<file path="config.mk">
export PLATFORM = sky130hd
export DESIGN_NAME = btb_upd_arb_flat
export DESIGN_NICKNAME = d
export VERILOG_FILES = /design/src/rtl/btb_upd_arb_if.sv /design/src/rtl/btb_upd_arb.sv /design/src/flat_wrapper.sv
export SDC_FILE = /design/constraint.sdc
export NUM_CORES = 1
export LEC_CHECK = 0
export CORE_MARGIN = 2
export CORE_UTILIZATION = 46
export CTS_BUF_LIST = sky130_fd_sc_hd__clkbuf_8
export DETAILED_ROUTE_END_ITERATION = 8
export PLACE_DENSITY = 0.77
export SLEW_MARGIN = 5
export SYNTH_ARGS = -nofsm -noshare
export SYNTH_HDL_FRONTEND = slang
export SYNTH_SLANG_ARGS = --single-unit
</file>
<file path="constraint.sdc">
create_clock -name clock -period 4.7 [get_ports clock]
set_input_delay 0.94 -clock clock [delete_from_list [all_inputs] [get_ports clock]]
set_output_delay 0.94 -clock clock [all_outputs]
set_load 0.02 [all_outputs]
</file>
<file path="src/rtl/btb_upd_arb_if.sv">
// Bundle between fetch1/retire producers, the update arbiter and the BTB way.
// BTB_UPD_PERF_EN adds the two performance counter outputs.
interface btb_upd_arb_if #(
  parameter int RT_DEPTH = 4
);
  localparam int CW = $clog2(RT_DEPTH) + 1;

  logic          sp_valid_i;
  logic [2:0]    sp_brpos_i;
  logic [1:0]    sp_brtyp_i;
  logic [63:0]   sp_brpc_i;
  logic [63:0]   sp_brtar_i;
  logic [1:0]    sp_rasctl_i;
  logic          rt_valid_i;
  logic          rt_ready_o;
  logic          rt_brdir_i;
  logic [63:0]   rt_brpc_i;
  logic [63:0]   rt_taken_addr_i;
  logic          btb_sp_we_o;
  logic [2:0]    btb_sp_brpos_o;
  logic [1:0]    btb_sp_brtyp_o;
  logic [63:0]   btb_sp_brpc_o;
  logic [63:0]   btb_sp_brtar_o;
  logic [1:0]    btb_ras_ctl_o;
  logic          btb_rt_we_o;
  logic          btb_rt_brdir_o;
  logic [63:0]   btb_rt_brpc_o;
  logic [63:0]   btb_taken_addr_o;
  logic          sp_drop_o;
  logic [CW-1:0] rt_cnt_o;
`ifdef BTB_UPD_PERF_EN
  logic [31:0]   perf_sp_drop_o;
  logic [31:0]   perf_rt_stall_o;

  modport master (
    output sp_valid_i, sp_brpos_i, sp_brtyp_i, sp_brpc_i, sp_brtar_i, sp_rasctl_i,
           rt_valid_i, rt_brdir_i, rt_brpc_i, rt_taken_addr_i,
    input  rt_ready_o, btb_sp_we_o, btb_sp_brpos_o, btb_sp_brtyp_o, btb_sp_brpc_o,
           btb_sp_brtar_o, btb_ras_ctl_o, btb_rt_we_o, btb_rt_brdir_o, btb_rt_brpc_o,
           btb_taken_addr_o, sp_drop_o, rt_cnt_o, perf_sp_drop_o, perf_rt_stall_o
  );
  modport slave (
    input  sp_valid_i, sp_brpos_i, sp_brtyp_i, sp_brpc_i, sp_brtar_i, sp_rasctl_i,
           rt_valid_i, rt_brdir_i, rt_brpc_i, rt_taken_addr_i,
    output rt_ready_o, btb_sp_we_o, btb_sp_brpos_o, btb_sp_brtyp_o, btb_sp_brpc_o,
           btb_sp_brtar_o, btb_ras_ctl_o, btb_rt_we_o, btb_rt_brdir_o, btb_rt_brpc_o,
           btb_taken_addr_o, sp_drop_o, rt_cnt_o, perf_sp_drop_o, perf_rt_stall_o
  );
`else
  modport master (
    output sp_valid_i, sp_brpos_i, sp_brtyp_i, sp_brpc_i, sp_brtar_i, sp_rasctl_i,
           rt_valid_i, rt_brdir_i, rt_brpc_i, rt_taken_addr_i,
    input  rt_ready_o, btb_sp_we_o, btb_sp_brpos_o, btb_sp_brtyp_o, btb_sp_brpc_o,
           btb_sp_brtar_o, btb_ras_ctl_o, btb_rt_we_o, btb_rt_brdir_o, btb_rt_brpc_o,
           btb_taken_addr_o, sp_drop_o, rt_cnt_o
  );
  modport slave (
    input  sp_valid_i, sp_brpos_i, sp_brtyp_i, sp_brpc_i, sp_brtar_i, sp_rasctl_i,
           rt_valid_i, rt_brdir_i, rt_brpc_i, rt_taken_addr_i,
    output rt_ready_o, btb_sp_we_o, btb_sp_brpos_o, btb_sp_brtyp_o, btb_sp_brpc_o,
           btb_sp_brtar_o, btb_ras_ctl_o, btb_rt_we_o, btb_rt_brdir_o, btb_rt_brpc_o,
           btb_taken_addr_o, sp_drop_o, rt_cnt_o
  );
`endif
endinterface

</file>
<file path="src/rtl/btb_upd_arb.sv">
// BTB way write-port arbiter: queues retire updates and arbitrates them against
// fetch1 speculative allocates. BTB_UPD_PERF_EN enables drop/stall counters.
module btb_upd_arb #(
  parameter int RT_DEPTH   = 4,
  parameter int STARVE_MAX = 3
) (
  input logic           clock,
  input logic           reset_n,
  btb_upd_arb_if.slave  bus
);
  localparam int AW = $clog2(RT_DEPTH);
  localparam int SW = $clog2(STARVE_MAX + 1);

  typedef struct packed {
    logic        dir;
    logic [63:0] pc;
    logic [63:0] addr;
  } rt_ent_t;

  rt_ent_t       mem [RT_DEPTH];
  logic [AW-1:0] wr_ptr, rd_ptr;
  logic [AW:0]   count;
  logic [SW-1:0] starve;
  logic          pend, starved, enq, sp_gnt, rt_gnt, drop;
  rt_ent_t       head, wr_ent;

  assign pend           = (count != '0);
  assign starved        = (starve == SW'(STARVE_MAX));
  assign bus.rt_ready_o = (count < (AW+1)'(RT_DEPTH));
  assign bus.rt_cnt_o   = count;
  assign enq            = bus.rt_valid_i && bus.rt_ready_o;
  assign head           = mem[rd_ptr];
  assign wr_ent         = '{dir: bus.rt_brdir_i, pc: bus.rt_brpc_i, addr: bus.rt_taken_addr_i};

  // Spec wins unless the queue has waited STARVE_MAX consecutive losses.
  always_comb begin
    sp_gnt = bus.sp_valid_i && (!pend || !starved);
    rt_gnt = pend && (!bus.sp_valid_i || starved);
    drop   = bus.sp_valid_i && pend && starved;
  end

  always_ff @(posedge clock) begin
    if (enq) mem[wr_ptr] <= wr_ent;
  end

  always_ff @(posedge clock or negedge reset_n) begin
    if (!reset_n) begin
      wr_ptr <= '0;
      rd_ptr <= '0;
      count  <= '0;
      starve <= '0;
    end else begin
      if (enq)    wr_ptr <= wr_ptr + 1'b1;
      if (rt_gnt) rd_ptr <= rd_ptr + 1'b1;
      case ({enq, rt_gnt})
        2'b10:   count <= count + 1'b1;
        2'b01:   count <= count - 1'b1;
        default: count <= count;
      endcase
      if (!pend || rt_gnt)       starve <= '0;
      else if (sp_gnt && !starved) starve <= starve + 1'b1;
    end
  end

  // Registered BTB drive; data fields only move with their strobe.
  always_ff @(posedge clock or negedge reset_n) begin
    if (!reset_n) begin
      bus.btb_sp_we_o      <= 1'b0;
      bus.btb_sp_brpos_o   <= '0;
      bus.btb_sp_brtyp_o   <= '0;
      bus.btb_sp_brpc_o    <= '0;
      bus.btb_sp_brtar_o   <= '0;
      bus.btb_ras_ctl_o    <= '0;
      bus.btb_rt_we_o      <= 1'b0;
      bus.btb_rt_brdir_o   <= 1'b0;
      bus.btb_rt_brpc_o    <= '0;
      bus.btb_taken_addr_o <= '0;
      bus.sp_drop_o        <= 1'b0;
    end else begin
      bus.btb_sp_we_o <= sp_gnt;
      bus.btb_rt_we_o <= rt_gnt;
      bus.sp_drop_o   <= drop;
      if (sp_gnt) begin
        bus.btb_sp_brpos_o <= bus.sp_brpos_i;
        bus.btb_sp_brtyp_o <= bus.sp_brtyp_i;
        bus.btb_sp_brpc_o  <= bus.sp_brpc_i;
        bus.btb_sp_brtar_o <= bus.sp_brtar_i;
        bus.btb_ras_ctl_o  <= bus.sp_rasctl_i;
      end
      if (rt_gnt) begin
        bus.btb_rt_brdir_o   <= head.dir;
        bus.btb_rt_brpc_o    <= head.pc;
        bus.btb_taken_addr_o <= head.addr;
      end
    end
  end

`ifdef BTB_UPD_PERF_EN
  always_ff @(posedge clock or negedge reset_n) begin
    if (!reset_n) begin
      bus.perf_sp_drop_o  <= '0;
      bus.perf_rt_stall_o <= '0;
    end else begin
      if (drop && (bus.perf_sp_drop_o != '1))
        bus.perf_sp_drop_o <= bus.perf_sp_drop_o + 1'b1;
      if (bus.rt_valid_i && !bus.rt_ready_o && (bus.perf_rt_stall_o != '1))
        bus.perf_rt_stall_o <= bus.perf_rt_stall_o + 1'b1;
    end
  end
`endif
endmodule

</file>
<file path="src/flat_wrapper.sv">
// flat-port wrapper written by rule: the top's interface ports become plain ports
module btb_upd_arb_flat 
#(
  parameter int RT_DEPTH   = 4,
  parameter int STARVE_MAX = 3
)
  (clock, reset_n, bus_sp_valid_i, bus_sp_brpos_i, bus_sp_brtyp_i, bus_sp_brpc_i, bus_sp_brtar_i, bus_sp_rasctl_i, bus_rt_valid_i, bus_rt_brdir_i, bus_rt_brpc_i, bus_rt_taken_addr_i, bus_rt_ready_o, bus_btb_sp_we_o, bus_btb_sp_brpos_o, bus_btb_sp_brtyp_o, bus_btb_sp_brpc_o, bus_btb_sp_brtar_o, bus_btb_ras_ctl_o, bus_btb_rt_we_o, bus_btb_rt_brdir_o, bus_btb_rt_brpc_o, bus_btb_taken_addr_o, bus_sp_drop_o, bus_rt_cnt_o);
  btb_upd_arb_if #(.RT_DEPTH(RT_DEPTH)) bus_i ();
  input logic clock;
  input logic reset_n;
  input wire logic [$bits(bus_i.sp_valid_i)-1:0] bus_sp_valid_i;
  input wire logic [$bits(bus_i.sp_brpos_i)-1:0] bus_sp_brpos_i;
  input wire logic [$bits(bus_i.sp_brtyp_i)-1:0] bus_sp_brtyp_i;
  input wire logic [$bits(bus_i.sp_brpc_i)-1:0] bus_sp_brpc_i;
  input wire logic [$bits(bus_i.sp_brtar_i)-1:0] bus_sp_brtar_i;
  input wire logic [$bits(bus_i.sp_rasctl_i)-1:0] bus_sp_rasctl_i;
  input wire logic [$bits(bus_i.rt_valid_i)-1:0] bus_rt_valid_i;
  input wire logic [$bits(bus_i.rt_brdir_i)-1:0] bus_rt_brdir_i;
  input wire logic [$bits(bus_i.rt_brpc_i)-1:0] bus_rt_brpc_i;
  input wire logic [$bits(bus_i.rt_taken_addr_i)-1:0] bus_rt_taken_addr_i;
  output wire logic [$bits(bus_i.rt_ready_o)-1:0] bus_rt_ready_o;
  output wire logic [$bits(bus_i.btb_sp_we_o)-1:0] bus_btb_sp_we_o;
  output wire logic [$bits(bus_i.btb_sp_brpos_o)-1:0] bus_btb_sp_brpos_o;
  output wire logic [$bits(bus_i.btb_sp_brtyp_o)-1:0] bus_btb_sp_brtyp_o;
  output wire logic [$bits(bus_i.btb_sp_brpc_o)-1:0] bus_btb_sp_brpc_o;
  output wire logic [$bits(bus_i.btb_sp_brtar_o)-1:0] bus_btb_sp_brtar_o;
  output wire logic [$bits(bus_i.btb_ras_ctl_o)-1:0] bus_btb_ras_ctl_o;
  output wire logic [$bits(bus_i.btb_rt_we_o)-1:0] bus_btb_rt_we_o;
  output wire logic [$bits(bus_i.btb_rt_brdir_o)-1:0] bus_btb_rt_brdir_o;
  output wire logic [$bits(bus_i.btb_rt_brpc_o)-1:0] bus_btb_rt_brpc_o;
  output wire logic [$bits(bus_i.btb_taken_addr_o)-1:0] bus_btb_taken_addr_o;
  output wire logic [$bits(bus_i.sp_drop_o)-1:0] bus_sp_drop_o;
  output wire logic [$bits(bus_i.rt_cnt_o)-1:0] bus_rt_cnt_o;
  assign bus_i.sp_valid_i = bus_sp_valid_i;
  assign bus_i.sp_brpos_i = bus_sp_brpos_i;
  assign bus_i.sp_brtyp_i = bus_sp_brtyp_i;
  assign bus_i.sp_brpc_i = bus_sp_brpc_i;
  assign bus_i.sp_brtar_i = bus_sp_brtar_i;
  assign bus_i.sp_rasctl_i = bus_sp_rasctl_i;
  assign bus_i.rt_valid_i = bus_rt_valid_i;
  assign bus_i.rt_brdir_i = bus_rt_brdir_i;
  assign bus_i.rt_brpc_i = bus_rt_brpc_i;
  assign bus_i.rt_taken_addr_i = bus_rt_taken_addr_i;
  assign bus_rt_ready_o = bus_i.rt_ready_o;
  assign bus_btb_sp_we_o = bus_i.btb_sp_we_o;
  assign bus_btb_sp_brpos_o = bus_i.btb_sp_brpos_o;
  assign bus_btb_sp_brtyp_o = bus_i.btb_sp_brtyp_o;
  assign bus_btb_sp_brpc_o = bus_i.btb_sp_brpc_o;
  assign bus_btb_sp_brtar_o = bus_i.btb_sp_brtar_o;
  assign bus_btb_ras_ctl_o = bus_i.btb_ras_ctl_o;
  assign bus_btb_rt_we_o = bus_i.btb_rt_we_o;
  assign bus_btb_rt_brdir_o = bus_i.btb_rt_brdir_o;
  assign bus_btb_rt_brpc_o = bus_i.btb_rt_brpc_o;
  assign bus_btb_taken_addr_o = bus_i.btb_taken_addr_o;
  assign bus_sp_drop_o = bus_i.sp_drop_o;
  assign bus_rt_cnt_o = bus_i.rt_cnt_o;
  btb_upd_arb #(.RT_DEPTH(RT_DEPTH), .STARVE_MAX(STARVE_MAX)) u_core (.clock(clock), .reset_n(reset_n), .bus(bus_i));
endmodule
</file>
## Word-level counts from Yosys, hierarchy flattened

Memories as Yosys holds them, arrays and structs flattened. A register that Yosys moved wholly into a read port is not among the register bits.
Index checks and enable logic that the tools add are counted.

- Add/sub/neg operators: 5
- Order comparisons: 1
- Equality and inequality tests: 3
- Muxes and demuxes: 5
- Reductions and logical operators: 16

Operators with widths:

| kind | count |
|---|---|
| $add A2 B1 Y2 const B | 3 |
| $logic_and A1 B1 Y1 | 6 |
| $pmux W3 S2 | 1 |
| $eq A2 B2 Y1 const B | 2 |
| $logic_not A1 Y1 | 4 |
| $mux W2 | 2 |
| $reduce_bool A2 Y1 | 2 |
| $add A3 B1 Y3 const B | 1 |
| $logic_or A1 B1 Y1 | 3 |
| $lt A3 B3 Y1 const B | 1 |
| $reduce_bool A3 Y1 | 1 |
| $sub A3 B1 Y3 const B | 1 |
| $eq A2 B1 Y1 const B | 1 |
| $mux W1 | 2 |

- Bits in registers: 147
- RAM bits: 516
- Input bits: 268
- Output and inout port bits: 271
- Word-level logic and storage cells: 43
- Memories: 1

Memories:

| memory | depth | bits a word | rd ports | clocked after memory_dff | write ports | RTL line | text |
|---|---|---|---|---|---|---|---|
| u_core.mem | 4 | 129 | 1 | 1 | 1 | btb_upd_arb.sv:20 | `rt_ent_t mem [RT_DEPTH];` |

## Longest topological paths before layout

Gate-level depths: netlist of run 1.

- Depth after elaboration: 7
- Depth in mapped cells: 11
- Mapped depth without buffers: 9

## Worst setup path before layout of run 1

OpenSTA, ideal clock, no wires.

- Kind: in2reg
- Start point: in bus_rt_valid_i
- End point: mem u_core.mem[2][0] in the netlist's numbering (enable)
- Setup time: 0.503 ns
- Arrival: 4.277 ns
- Path slack: -0.080 ns
- Cell stages on the path: 3
- Buffers on the path: 1
- Path through: nor2b_1 > clkbuf_1 > and2_1

- Cells in the longest elaborated chain, start to end: 3

Ends and longest elaborated chain:

| item | RTL line | text |
|---|---|---|
| from (decl) | flat_wrapper.sv:17 | `input wire logic [$bits(bus_i.rt_valid_i)-1:0] bus_rt_valid_i;` |
| $logic_and A1 B1 Y1 | btb_upd_arb.sv:31 | `assign enq = bus.rt_valid_i && bus.rt_ready_o;` |
| $mux W1 | btb_upd_arb.sv:43 | `if (enq) mem[wr_ptr] <= wr_ent;` |
| $mux W1 (implied by the code) | btb_upd_arb.sv:43 |  |
| to (decl) | btb_upd_arb.sv:20 |  |

No other way between the ends.

## Final worst setup path of run 1

- Start point: reg u_core.count[2] (netlist: u_core.bus.rt_cnt_o[2])
- End point: out bus_rt_ready_o

- Cells in the longest elaborated chain, start to end: 1

Ends and longest elaborated chain:

| item | RTL line | text |
|---|---|---|
| from (decl) | btb_upd_arb.sv:22 | `logic [AW:0] count;` |
| from (signal assigned) | btb_upd_arb.sv:56 | `2'b10: count <= count + 1'b1;` |
| from (signal assigned) | btb_upd_arb.sv:57 | `2'b01: count <= count - 1'b1;` |
| from (signal assigned) | btb_upd_arb.sv:58 | `default: count <= count;` |
| $lt A3 B3 Y1 | btb_upd_arb.sv:29 | `assign bus.rt_ready_o = (count < (AW+1)'(RT_DEPTH));` |
| to (decl) | flat_wrapper.sv:21 | `output wire logic [$bits(bus_i.rt_ready_o)-1:0] bus_rt_ready_o;` |

No other way between the ends.

==> impl_metrics.csv, run 1 <==
group,metric,value,unit
route,drt-total-wl,64910,microns
placement,dp_hpwl,42440,microns
synthesis,netlist_instances,1284,
route,drtPass1Iterations,5,
floorplan,die_height,255.5,microns
clock_network,cts_tree,"yes",
clock_network,clock-sinks,792,
status,status,"finished clean",
route,ant_nets,0,
worst_setup_path,crit_chain,"inv_1, clkdlybuf4s50_1",
timing,fin_crit_sh,0.6352,
timing,worst_pin_slew,0.9105,ns
finish,area_growth,31.23,%
clock_network,cts_root_buf,"clkbuf_8",
timing,clock_skew,0.03233,ns
clock_network,cts_max_level,4,
route,wl_per_cell,22.54,microns
synthesis,syn_nets,1559,
finish,layout-drive-gt1-share,0.2983,
placement,dpl_cell_area,35560,sq um
power,p_leak,0.01392,uW
power,worst_ir_drop_vdd,0.0004032,V
worst_setup_path,critPathRequiredTime,3.76,ns
finish,num-nets-final,2194,
worst_setup_path,slowest_stage,"clkdlybuf4s50_1",
clock_network,clk_latency,0.75,ns
synthesis,avgSynthCellArea,22.66,sq um
synthesis,syn_area,29100,sq um
clock_network,cts-resized-gates,0,
floorplan,die_w,255.5,microns
finish,fill_cells,4375,
clock_network,post_cts_buffers,0,
min_path,hold_path_class,"input port to asynchronous set/reset pin",
power,powerDensity,594.2,nW/um^2
placement,portBuffers,538,
global_route,overflow,0,
worst_setup_path,worst-path-buf-inv,2,
synthesis,yosys_warnings,0,
timing,setup_viol,0,
route,via_count,14730,
clock_network,numCtsBuffers,130,
finish,final_cell_mix,"537 x clkdlybuf4s50_1, 516 x edfxtp_1, 274 x dfrtp_1",
route,drt_iter0_drc,1002,
finish,multiInputGateArea,6315,sq um
route,via_per_inst,5.113,
floorplan,initial_utilization,0.4630,
synthesis,synth_seq_cells,792,
global_route,grt_pass1_wl,98330,microns
floorplan,io_pins,539,
worst_setup_path,critPathLaunchType,"register",
synthesis,ys_seq_area_frac,0.7699,
finish,final_common_cell,"clkdlybuf4s50_1",
timing,hold_viol_final,0,
finish,final_cell_area,38180,sq um
worst_setup_path,cp_top_family,"buffers and inverters",
timing,setup_tns,0,ns
worst_setup_path,slowest_delay,0.64,ns
placement,routabilityCongestion,0.8323,
worst_setup_path,endpoint_kind,"output port",
job,maxCapViolCount,0,
worst_setup_path,cp.arrival,2.05,ns
global_route,grt_usage,0.2005,
timing,max-slew-margin-rel,0.3930,
worst_setup_path,critPathMaxFanout,5,
finish,final_core_util,0.6075,
clock_network,clk_pin_slew,0.06,ns
floorplan,rows,92,
synthesis,synth_cell_types,29,
clock_network,ctsHoldBuffers,0,
route,drc_errors,0,
worst_setup_path,critPathKind,"register to output port",
floorplan,coreArea,62850,sq um
global_route,grt_pass1_vias,15950,
clock_network,cts_max_path_buffers,3,
timing,rsz0062_at_grt,"false",
global_route,antenna_found_initial,21,
timing,timing.fmax,334.9,MHz
finish,regArea,22410,sq um
timing,period_needed,2.986,ns
timing,report.final.slew_viol_count,0,
global_route,grt_max_degree,132,
floorplan,die-area,65280,sq um
## flip-flops by register name, indices dropped and copies added, names as in the netlist
name and count:
u_core.rd_ptr 2, u_core.mem 516, u_core.bus.rt_cnt_o 3, u_core.wr_ptr 2
u_core.bus.btb_ras_ctl_o 2, u_core.bus.btb_sp_we_o 1, u_core.starve 2, u_core.bus.btb_sp_brtyp_o 2
u_core.bus.btb_sp_brpos_o 3, u_core.bus.sp_drop_o 1, u_core.bus.btb_sp_brpc_o 64, u_core.bus.btb_rt_brpc_o 64
u_core.bus.btb_rt_brdir_o 1, u_core.bus.btb_sp_brtar_o 64, u_core.bus.btb_taken_addr_o 64, u_core.bus.btb_rt_we_o 1
## layer usage
layer	share of wire	vias to the layer above	routed length, microns	GRT usage
li1	-	6423	-	-
met1	0.38	7588	24620	0.2407
met2	0.51	566	33020	0.3310
met3	0.082	128	5306	0.07021
met4	0.028	20	1827	0.08447
met5	0.0021	-	137	0
## through the flow
| stage | worst slack [ns] | power (uW) | cells | hold WS (ns) |
|---|---|---|---|---|
| 2_1_floorplan | 1.353 | 13960 | 1284 | 0.4192 |
| 3_3_place_gp | 1.337 | 16840 | 2633 | 0.4313 |
| 3_5_place_dp | 1.272 | 17070 | 2633 | 0.4389 |
| 4_1_cts | 1.637 | 22990 | 2871 | 0.2524 |
| 5_1_grt | 1.601 | 23700 | 2878 | 0.3034 |
| 6_report | 1.714 | 22690 | 2880 | 0.2834 |
## cells in the mapped netlist
cell | n | area, sq um
buf_1 | 11 | 41.29
xnor2_1 | 4 | 35.03
nand3_1 | 1 | 5.000
a21oi_2 | 1 | 8.760
clkbuf_1 | 5 | 18.77
o21ai_0 | 1 | 5.000
buf_2 | 27 | 135.1
and3_1 | 1 | 6.260
or3_1 | 1 | 6.260
mux4_2 | 129 | 2905
nor3_2 | 1 | 10.01
nand2_1 | 1 | 3.750
nor3_1 | 1 | 5.000
dfrtp_1 | 276 | 6907
nor3b_1 | 1 | 7.510
fa_1 | 1 | 20.02
edfxtp_1 | 516 | 15490
buf_6 | 16 | 180.2
inv_1 | 9 | 33.78
xor2_1 | 2 | 17.52
nand2b_1 | 1 | 6.260
mux2i_1 | 1 | 10.01
mux2_4 | 39 | 585.6
nor2_1 | 1 | 3.750
ha_1 | 6 | 75.07
mux2_2 | 225 | 2534
o21ai_1 | 1 | 5.000
and2_1 | 4 | 25.02
nor2b_1 | 1 | 6.260
## cells by family (layout without fill, tap and decap cells)
kind of cell | after synthesis | in the layout | synth area share
other | 0 | 9 | 0
AOI/OAI and AO/OA | 3 | 3 | 0.0006447
xor gates and xnor gates | 6 | 6 | 0.001806
adders and majority gates | 7 | 7 | 0.003268
muxes | 394 | 394 | 0.2074
and+or+nand+nor | 14 | 14 | 0.002924
buffers and inverters | 68 | 809 | 0.01406
DFF | 792 | 792 | 0.7699
## worst register-to-register path, cell delays in order, from the launching register on
cell and delay [ns]:
dfrtp_4 0.96, buf_12 0.45, mux4_2 0.66, mux2_2 0.29
## power breakdown
| part | internal (uW) | switching, uW | total, uW |
|---|---|---|---|
| registers | 8980 | 815 | 9790 |
| clock network | 3170 | 2680 | 5850 |
| logic | 3740 | 3310 | 7050 |
| total | 15900 | 6810 | 22700 |
## final cells by class
type | instances | area share
sequential | 792 | 0.5869
multi-input combinational | 424 | 0.1654
timing repair buffer | 562 | 0.1505
clock buffer | 143 | 0.05155
tap | 846 | 0.02772
clock inverter | 95 | 0.01652
inverter | 9 | 0.0008848
antenna | 9 | 0.0005898
## path summary, 6_finish.rpt
path | startpoint | to | slack [ns] | depth (start not counted)
hold reg to reg | u_core.starve[0]$_DFFE_PN0P_ | u_core.starve[0]$_DFFE_PN0P_ | 0.45 | 1
hold / removal | reset_n | u_core.bus.btb_rt_brpc_o[6]$_DFFE_PN0P_ | 0.28 | 1
max in group asynchronous | reset_n | u_core.bus.btb_sp_brtar_o[15]$_DFFE_PN0P_ | 3.29 | 2
setup / recovery | u_core.bus.rt_cnt_o[2]$_DFFE_PN0P_ | bus_rt_ready_o | 1.71 | 2
min in group clock | u_core.starve[0]$_DFFE_PN0P_ | u_core.starve[0]$_DFFE_PN0P_ | 0.45 | 1
setup reg to reg | u_core.rd_ptr[0]$_DFFE_PN0P_ | u_core.bus.btb_taken_addr_o[19]$_DFFE_PN0P_ | 2.23 | 3
(Power assumes the default switching activity.)
==> inputs of run 2 (changes only) <==
--- a/config.mk
+++ b/config.mk
@@ -9,7 +9,7 @@
 export CORE_UTILIZATION = 46
 export CTS_BUF_LIST = sky130_fd_sc_hd__clkbuf_8
 export DETAILED_ROUTE_END_ITERATION = 8
-export PLACE_DENSITY = 0.77
+export PLACE_DENSITY = 0.79
 export SLEW_MARGIN = 5
 export SYNTH_ARGS = -nofsm -noshare
 export SYNTH_HDL_FRONTEND = slang
==> constraint.sdc (replaced) <==
create_clock -name clock -period 2.4 [get_ports clock]
set_input_delay 0.48 -clock clock [delete_from_list [all_inputs] [get_ports clock]]
set_output_delay 0.48 -clock clock [all_outputs]
set_load 0.02 [all_outputs]
==> impl_metrics.csv, run 2 (same netlist as run 1, synthesis figures left out) <==
group,metric,value,unit
status,status,"finished clean",
placement,pre_cts_ws,0.1087,ns
worst_setup_path,reg2reg_depth,5,
route,via_per_inst,5.181,
clock_network,post_cts_buffers,0,
timing,setup_ws,0.09807,ns
placement,dp_cells,2674,
clock_network,clk_latency,0.71,ns
clock_network,clk_pin_slew,0.06,ns
worst_setup_path,critPathLaunchType,"register",
finish,regMostFlops,"u_core.mem",
min_path,hold_path_class,"input port to asynchronous set/reset pin",
worst_setup_path,r2r-start,"u_core.starve[0]$_DFFE_PN0P_",
power,powerDensity,1141,nW/um^2
floorplan,coreArea,62850,sq um
floorplan,rows,92,
global_route,antenna_found_initial,18,
timing,setup_viol,0,
clock_network,cts_max_path_buffers,3,
timing,max-slew-margin-rel,0.4191,
worst_setup_path,cp.arrival,1.82,ns
route,via_count,15070,
worst_setup_path,critPathMaxFanout,2,
timing,rsz0062_at_grt,"false",
finish,final_cells,2908,
worst_setup_path,endpoint_kind,"output port",
global_route,overflow,0,
timing,worst_pin_slew,0.8681,ns
clock_network,cts_root_buf,"clkbuf_8",
timing,period_needed,2.302,ns
placement,dp_hpwl,47990,microns
worst_setup_path,crit_chain,"clkdlybuf4s50_1",
worst_setup_path,critPathKind,"register to output port",
floorplan,die_w,255.5,microns
timing,hold_viol_final,0,
worst_setup_path,cp_num_cells,1,
worst_setup_path,critPathRequiredTime,1.92,ns
finish,largest_reg_flops,516,
finish,final_cell_mix,"533 x clkdlybuf4s50_1, 516 x edfxtp_1, 274 x dfrtp_1",
placement,portBuffers,538,
timing,report.final.slew_viol_count,0,
route,drt-total-wl,69860,microns
finish,final_core_util,0.6111,
floorplan,io_pins,539,
timing,setup_tns,0,ns
clock_network,cts_max_level,3,
timing,clock_skew,0.03823,ns
global_route,grt_max_degree,74,
floorplan,die-area,65280,sq um
route,drtPass1Iterations,7,
worst_setup_path,worst-path-buf-inv,1,
job,maxCapViolCount,0,
route,ant_nets,0,
finish,layout-drive-gt1-share,0.3062,
floorplan,initial_utilization,0.4630,
worst_setup_path,reg2reg_slack,0.26,ns
finish,area_growth,32.00,%
finish,num-nets-final,2227,
worst_setup_path,slowest_delay,0.80,ns
floorplan,die_height,255.5,microns
placement,routabilityCongestion,0.9566,
worst_setup_path,crit_path_start,"u_core.bus.btb_sp_brpc_o[54]$_DFFE_PN0P_",
finish,final_common_cell,"clkdlybuf4s50_1",
route,drc_errors,0,
global_route,grt_pass1_vias,16320,
route,wl_per_cell,24.02,microns
timing,whs,0.2746,ns
timing,fin_crit_sh,0.9591,
global_route,grt_usage,0.2138,
power,p_leak,0.01403,uW
clock_network,numCtsBuffers,121,
worst_setup_path,r2r-end,"u_core.bus.btb_sp_brpc_o[13]$_DFFE_PN0P_",
clock_network,cts_tree,"yes",
power,worst_ir_drop_vdd,0.0009302,V
worst_setup_path,cp_top_family,"buffers and inverters",
global_route,grt_pass1_wl,104400,microns
route,drt_iter0_drc,906,
worst_setup_path,slowest_stage,"clkdlybuf4s50_1",
timing,timing.fmax,434.4,MHz
clock_network,clock-sinks,792,
## run 2: per-layer routing
| layer | global-route usage | up-vias | part of all wire |
|---|---|---|---|
| met5 | 0 | - | 0.0014 |
| met4 | 0.09146 | 14 | 0.032 |
| met3 | 0.06793 | 108 | 0.078 |
| met2 | 0.3604 | 565 | 0.51 |
| met1 | 0.2541 | 7894 | 0.37 |
| li1 | - | 6484 | - |
## run 2: final cells by class
type                            instances  area, sq um
Antenna cell                           11        27.53
Clock buffer                          138         1899
Clock inverter                         84        394.1
Fill cell                            4391        24440
Inverter                                9        33.78
Multi-Input combinational cell        424         6315
Sequential cell                       792        22410
Tap cell                              846         1059
Timing Repair Buffer                  604         6271
## run 2: worst register-to-register path, delay by kind of cell (launching register included)
| kind | cells | cell delay (ns) |
|---|---|---|
| AOI/OAI and AO/OA | 1 | 0.71 |
| buffers and inverters | 2 | 0.41 |
| DFF | 1 | 0.35 |
| muxes | 1 | 0.35 |
| adders and majority gates | 1 | 0.18 |
## run 2: how the worst max path moves through the flow
stage / to / slack, ns
2_1_floorplan: u_core.mem[0][0]$_DFFE_PP_ / -0.50
3_3_place_gp: u_core.bus.rt_cnt_o[2]$_DFFE_PN0P_ / 0.13
3_5_place_dp: u_core.mem[0][29]$_DFFE_PP_ / 0.11
4_1_cts: bus_btb_sp_brpc_o[54] / 0.01
5_1_grt: bus_sp_drop_o / 0.01
6_report: bus_btb_sp_brpc_o[54] / 0.1
## run 2: what timing repair did
action	4_1_cts	5_1_grt
gates resized for setup	4	0
hold buffers	1	0
setup endpoints to repair	4	0
hold endpoints to repair	28	0
## run 2: through the flow
stage                     power, uW  instance area, sq um
after floorplan               27350                 29100
after global placement        33500                 36080
after detailed placement      33910                 36080
after CTS                     44360                 38380
after global routing          45800                 38400
final                         43820                 38410
## run 2: report_power, final
| part | switching [uW] | total [uW] | internal, uW | leakage [uW] |
|---|---|---|---|---|
| registers | 1370 | 18900 | 17600 | 0.00791 |
| logic | 6880 | 14500 | 7600 | 0.00475 |
| clock network | 5040 | 10400 | 5340 | 0.00136 |
==> inputs of run 3 (changes only) <==
--- a/config.mk
+++ b/config.mk
@@ -14,3 +14,4 @@
 export SYNTH_ARGS = -nofsm -noshare
 export SYNTH_HDL_FRONTEND = slang
 export SYNTH_SLANG_ARGS = --single-unit
+export TNS_END_PERCENT = 20
==> results of run 3 <==
Final layout, timing and power as in run 2 (identical DEF).
